===== src/rtl/multi_mode_runtime_tracker_pkg.sv =====
// Shared defaults and session-action encoding for the multi-mode runtime tracker.
package multi_mode_runtime_tracker_pkg;

  localparam int unsigned DEF_NUM_MODES    = 4;
  localparam int unsigned DEF_MODE_WIDTH   = 3;
  localparam int unsigned DEF_MAX_WIDTH    = 16;
  localparam int unsigned DEF_COUNTER_1SEC = 50_000_000;

  typedef enum logic [1:0] {
    SES_IDLE,
    SES_RESTART,
    SES_HOLD,
    SES_RUN
  } session_e;

endpackage


===== src/rtl/multi_mode_runtime_tracker_sec_prescaler.sv =====
// Divides clk down to a one-second tick; tick flags the cycle whose edge wraps the count.
module sec_prescaler #(
  parameter int unsigned TICKS_PER_SEC = 4
) (
  input  logic clk,
  input  logic rst,
  input  logic clear,
  input  logic enable,
  output logic tick
);

  localparam int unsigned CW = $clog2(TICKS_PER_SEC);
  localparam logic [CW-1:0] LAST = CW'(TICKS_PER_SEC - 1);

  logic [CW-1:0] cnt;

  assign tick = enable && !clear && (cnt == LAST);

  always_ff @(posedge clk) begin
    if (rst || clear) begin
      cnt <= '0;
    end else if (enable) begin
      cnt <= tick ? '0 : cnt + 1'b1;
    end
  end

endmodule


===== src/rtl/multi_mode_runtime_tracker.sv =====
// Per-mode elapsed-seconds tracker: session time, saturating lifetime totals and session limit flag.
module multi_mode_runtime_tracker
  import multi_mode_runtime_tracker_pkg::*;
#(
  parameter int unsigned NUM_MODES     = DEF_NUM_MODES,
  parameter int unsigned MODE_WIDTH    = DEF_MODE_WIDTH,
  parameter int unsigned TIME_WIDTH    = DEF_MAX_WIDTH,
  parameter int unsigned TICKS_PER_SEC = DEF_COUNTER_1SEC,
  parameter logic [NUM_MODES-1:0] TRACK_MASK = {NUM_MODES{1'b1}}
) (
  input  logic                            clk,
  input  logic                            rst,
  input  logic [MODE_WIDTH-1:0]           current_mode,
  input  logic                            pause,
  input  logic [TIME_WIDTH-1:0]           limit,
  input  logic [NUM_MODES-1:0]            clear_total,
  output logic [TIME_WIDTH-1:0]           current_running_time,
  output logic [NUM_MODES*TIME_WIDTH-1:0] total_running_time,
  output logic                            sec_tick,
  output logic                            time_up,
  output logic [MODE_WIDTH-1:0]           active_idx
);

  logic [MODE_WIDTH-1:0] mode_q;
  logic [TIME_WIDTH-1:0] cur_next;
  logic                  mode_active;
  logic                  time_up_next;
  logic                  presc_clear;
  logic                  presc_en;
  logic                  tick;
  logic                  run_tick;
  session_e              session;

  always_comb begin
    mode_active = 1'b0;
    for (int unsigned i = 0; i < NUM_MODES; i++) begin
      if (TRACK_MASK[i] && (current_mode == MODE_WIDTH'(i))) mode_active = 1'b1;
    end
  end

  // A mode change restarts the session even while paused, so it is decided first.
  always_comb begin
    if (current_mode != mode_q) session = SES_RESTART;
    else if (!mode_active)      session = SES_IDLE;
    else if (pause)             session = SES_HOLD;
    else                        session = SES_RUN;
  end

  assign presc_clear = (session == SES_RESTART) || (session == SES_IDLE);
  assign presc_en    = (session == SES_RUN);
  assign run_tick    = (session == SES_RUN) && tick;

  always_comb begin
    cur_next     = '0;
    time_up_next = 1'b0;
    case (session)
      SES_HOLD: begin
        cur_next     = current_running_time;
        time_up_next = time_up;
      end
      SES_RUN: begin
        cur_next = current_running_time;
        if (tick && (current_running_time != '1)) cur_next = current_running_time + 1'b1;
        time_up_next = (limit != '0) && (cur_next >= limit);
      end
      default: begin
        cur_next     = '0;
        time_up_next = 1'b0;
      end
    endcase
  end

  sec_prescaler #(
    .TICKS_PER_SEC(TICKS_PER_SEC)
  ) u_prescaler (
    .clk   (clk),
    .rst   (rst),
    .clear (presc_clear),
    .enable(presc_en),
    .tick  (tick)
  );

  always_ff @(posedge clk) begin
    if (rst) begin
      mode_q               <= current_mode;
      active_idx           <= '0;
      current_running_time <= '0;
      sec_tick             <= 1'b0;
      time_up              <= 1'b0;
    end else begin
      mode_q               <= current_mode;
      active_idx           <= current_mode;
      current_running_time <= cur_next;
      sec_tick             <= run_tick;
      time_up              <= time_up_next;
    end
  end

  for (genvar i = 0; i < NUM_MODES; i++) begin : g_total
    logic [TIME_WIDTH-1:0] total_q;

    always_ff @(posedge clk) begin
      if (rst || clear_total[i]) begin
        total_q <= '0;
      end else if (run_tick && (mode_q == MODE_WIDTH'(i)) && (total_q != '1)) begin
        total_q <= total_q + 1'b1;
      end
    end

    assign total_running_time[i*TIME_WIDTH +: TIME_WIDTH] = total_q;
  end

endmodule


===== config.mk =====
export PLATFORM = sky130hd
export DESIGN_NAME = multi_mode_runtime_tracker
export DESIGN_NICKNAME = d
export VERILOG_FILES = /design/src/rtl/multi_mode_runtime_tracker_pkg.sv /design/src/rtl/multi_mode_runtime_tracker_sec_prescaler.sv /design/src/rtl/multi_mode_runtime_tracker.sv
export SDC_FILE = /design/constraint.sdc
export NUM_CORES = 1
export LEC_CHECK = 0
export ABC_AREA = 1
export ABC_CLOCK_PERIOD_IN_PS = 7700
export BUFFER_PORTS_ARGS = -buffer_cell sky130_fd_sc_hd__buf_2
export CORE_MARGIN = 4
export CORE_UTILIZATION = 60
export CTS_CLUSTER_SIZE = 10
export DETAILED_ROUTE_END_ITERATION = 10
export HOLD_SLACK_MARGIN = 0.08
export PLACE_DENSITY = 0.93
export RECOVER_POWER = 100
export SYNTH_ARGS = -nofsm -noshare
export SYNTH_HDL_FRONTEND = slang
export SYNTH_SLANG_ARGS = --single-unit

===== constraint.sdc =====
create_clock -name clk -period 7.7 [get_ports clk]
set_input_delay 2.31 -clock clk [delete_from_list [all_inputs] [get_ports clk]]
set_output_delay 2.31 -clock clk [all_outputs]
set_load 0.02 [all_outputs]

==> results.md <==
- IO buf count: 110
- Critical Path Max Stage Delay: 0.51 ns
- CP endpoint kind: flop
- Fin crit period: 5.56 ns
- Fmax achieved: 0.180 GHz
- Via Count: 8172
- Crit path launch type: input pin
- Share of async-settable or async-resettable flops after synthesis: 0%
- Num rows: 40
- Vias in the first global route: 7547
- Gate power share: 3.0%
- H-tree Lvls: 4
- Post-CTS setup buffer count: 0
- M3 GR Usage: 6.65%
- Worst-path clk slew: 0.06 ns
- Min setup slack post-route: 2.14 ns
- Starting Density: 61.7%
- PwrDens: 174 nW/um^2
- Post-synth top cells: nand2_1 (271), inv_1 (140), dfxtp_1 (114)
- Hold Slack: 0.493 ns
- Synth Warn #: 0
- GRT busiest layer: met2
- Status: finished, final reports clean
- Max cap viols: 0
- Antenna Cells: 0
- Setup TNS: 0 ns
- Post-layout nets: 1289
- Hold Crit Class: flop to flop
- Drc violations: 0
- Clock buffer depth: 2
- Setup CP Type: input pin to flop
- Worst path depth: 19
- Layout cell share with drive strength beyond 1: 5.74%
- Clock power share: 57.0%
- CP required: 8.04 ns
- Post-Synthesis Net Count: 1188
- Sw frac: 22.2%
- Cts bufs inserted: 17
- Worst Path Buf+Inv: 4
- Met2 Resource Use GR: 47.1%
- Largest delay share family, worst path: simple AND/OR/NAND/NOR gates
- Switching pwr: 0.000329 W
- Routed WL per cell: 14.9 um
- Dpl cell area: 8040 um^2
- Chip width: 119 um
- Die Y: 119 um
- IO Pins: 111
- Synth area leader: dfxtp_1
- Pleak: 3.17 nW
- Synthesized area: 7440 um^2
- Worst-Skew Late Latency: 0.43 ns
- Final GP Congestion: 0.949
- Routed vias/inst: 5.75
- RSZ-0062 raised after global routing: no
- DR pass1 iterations: 5
- Largest net degree at the start of global routing: 61
- Yosys reg bits: 114
- TritonCTS clock tree: built
- Crit path cell chain: clkbuf_1 > inv_1 > nand2_1 > nor2_4 > nand3_1 > nor2_1 > inv_1 > nor2_8 > nand2_1 > nand2_1 > nand2_1 > inv_1 > ha_1 > nand2_1 > nor4_1 > nand2_1 > nand3_1 > nand2_1 > a21oi_1
- GR Util met1: 37.5%
- Fin. max-slew vios: 0
- Slowest cell on the critical path: nor4_1
- Final Hold Fails: 0
- Area of the core: 12100 um^2
- Post-cts sizing count: 0
- Area Growth Syn to Fin: 14.5%
- Root cell of the clock tree: clkbuf_16
- First-pass GRT wire length: 34900 um
- Netlist cell types: 39
- GR Overflow Total: 0
- Top cell type's share of synthesized area: 30.7%
- Hold Crit Depth: 2
- Prevailing post-synth register cell: dfxtp_1
- Die Area: 14200 um^2
- CP dominant cell by count: nand2_1
- Crit Path Max Fanout: 18
- Clock Sinks: 114
- GRT Total Usage: 29.5%
- Maximum vdd drop: 0.000139 V
- Pre-CTS setup slack: 2.59 ns
- # fillers: 1059
- Initial antenna violation count: 0
- Area contributors post-synth: dfxtp_1 (31%), nand2_1 (14%), nand4_1 (7.5%)
- Int Power: 0.00115 W
- Worst-margin pin slew: 1.36 ns
- Most common cell in the synthesized netlist: nand2_1
- DPL Wire Length: 14700 um
- Fin area: 8520 um^2
- Register-to-Register Path Depth: 17
- WL final: 21200 um
- Syn Inst Count: 1140
- Antenna Violating Nets Remaining: 0
- Sequential power share: 40.1%
- Finish-stage setup viols: 0
- EDFF count, synth: 0
- Final Cycle Share: 72.2%
- Relative slew slack: 9.58%
- Final Skew: 0.00681 ns
- Synth Area per Inst: 6.53 um^2
- Initial drt markers: 999
- Post-synthesis sequential area ratio: 30.7%
- CTS Hold Bufs: 0
- Data arrival, critical path: 5.90 ns
path summary, 6_finish.rpt:
path | startpoint | to | slack [ns]
min reg2reg | current_running_time[12] | current_running_time[12] | 0.49
max | current_mode[2] | time_up | 2.14
max reg2reg | current_running_time[0] | time_up | 3.72
min | current_running_time[12] | current_running_time[12] | 0.49
cell families (layout without fill, tap and decap cells):
group,after synthesis,after routing,synth area share [%]
AND/OR/NAND/NOR,633,633,39.1
buffers and inverters,181,295,10.2
AO/OA/AOI/OAI,126,126,8.81
flip-flops,114,114,30.7
XOR/XNOR,64,64,7.53
adder cells (fa/ha/maj),22,22,3.70
final cells by class:
cell class | count | area [um^2] | area share [%]
inverters | 147 | 552 | 6.47
multi-input cells | 845 | 4370 | 51.2
clock buffers | 19 | 443 | 5.20
flip-flops and latches | 114 | 2280 | 26.8
clock inverters | 13 | 184 | 2.16
repair buffers | 116 | 484 | 5.68
well taps | 168 | 210 | 2.47
power by group through the flow:
| stage | clock network (W) | registers [W] | logic (W) |
|---|---|---|---|
| 2_1_floorplan | 0 | 0.000607 | 0.0000255 |
| 3_3_place_gp | 0 | 0.000606 | 0.0000422 |
| 3_5_place_dp | 0 | 0.000606 | 0.0000437 |
| 4_1_cts | 0.000846 | 0.000594 | 0.0000443 |
| 5_1_grt | 0.000876 | 0.000594 | 0.0000482 |
| 6_report | 0.000844 | 0.000594 | 0.0000440 |
metal layers:
metal | up-vias | wire length [um]
li1 | 3984 | -
met1 | 3721 | 8950
met2 | 394 | 9840
met3 | 73 | 1660
met4 | 0 | 776
met5 | - | 0
cells in the final DEF (no fill, tap or decap), types with 2 or more instances in the layout:
master	n
nor3b_1	3
nor2_1	112
buf_4	6
inv_1	142
nand2_1	272
a211oi_1	3
nand2_2	2
nand4_1	89
ha_1	22
inv_2	5
clkinv_4	2
o21ai_0	21
xor2_1	55
dfxtp_1	114
clkinvlp_4	3
xnor2_1	9
and2_1	2
nor4_1	2
clkbuf_1	90
nand3_1	90
clkinv_2	3
clkbuf_16	17
buf_2	21
o21bai_1	2
nor3_1	51
nand3b_1	3
bufinv_16	4
a21oi_1	95
flip-flops by register name (all words and copies together), names as in the netlist:
| signal | flops |
|---|---|
| sec_tick | 1 |
| g_total.total_q | 64 |
| active_idx | 3 |
| u_prescaler.cnt | 26 |
| current_running_time | 16 |
| time_up | 1 |
| mode_q | 3 |
per-stage QoR:
step	instances	utilization, %	power, W
after floorplan	1140	-	0.000632
after global placement	1390	66.7	0.000648
after detailed placement	1390	66.7	0.000650
after CTS	1422	71.9	0.00148
after global routing	1422	70.7	0.00152
final	1422	70.7	0.00148
tightest hold or removal path, cell delays in order (launching register included):
cell and delay (ns):
dfxtp_1 0.32, nand2_1 0.07, a21oi_1 0.05
Note: power is estimated with default switching activity, not from simulation.
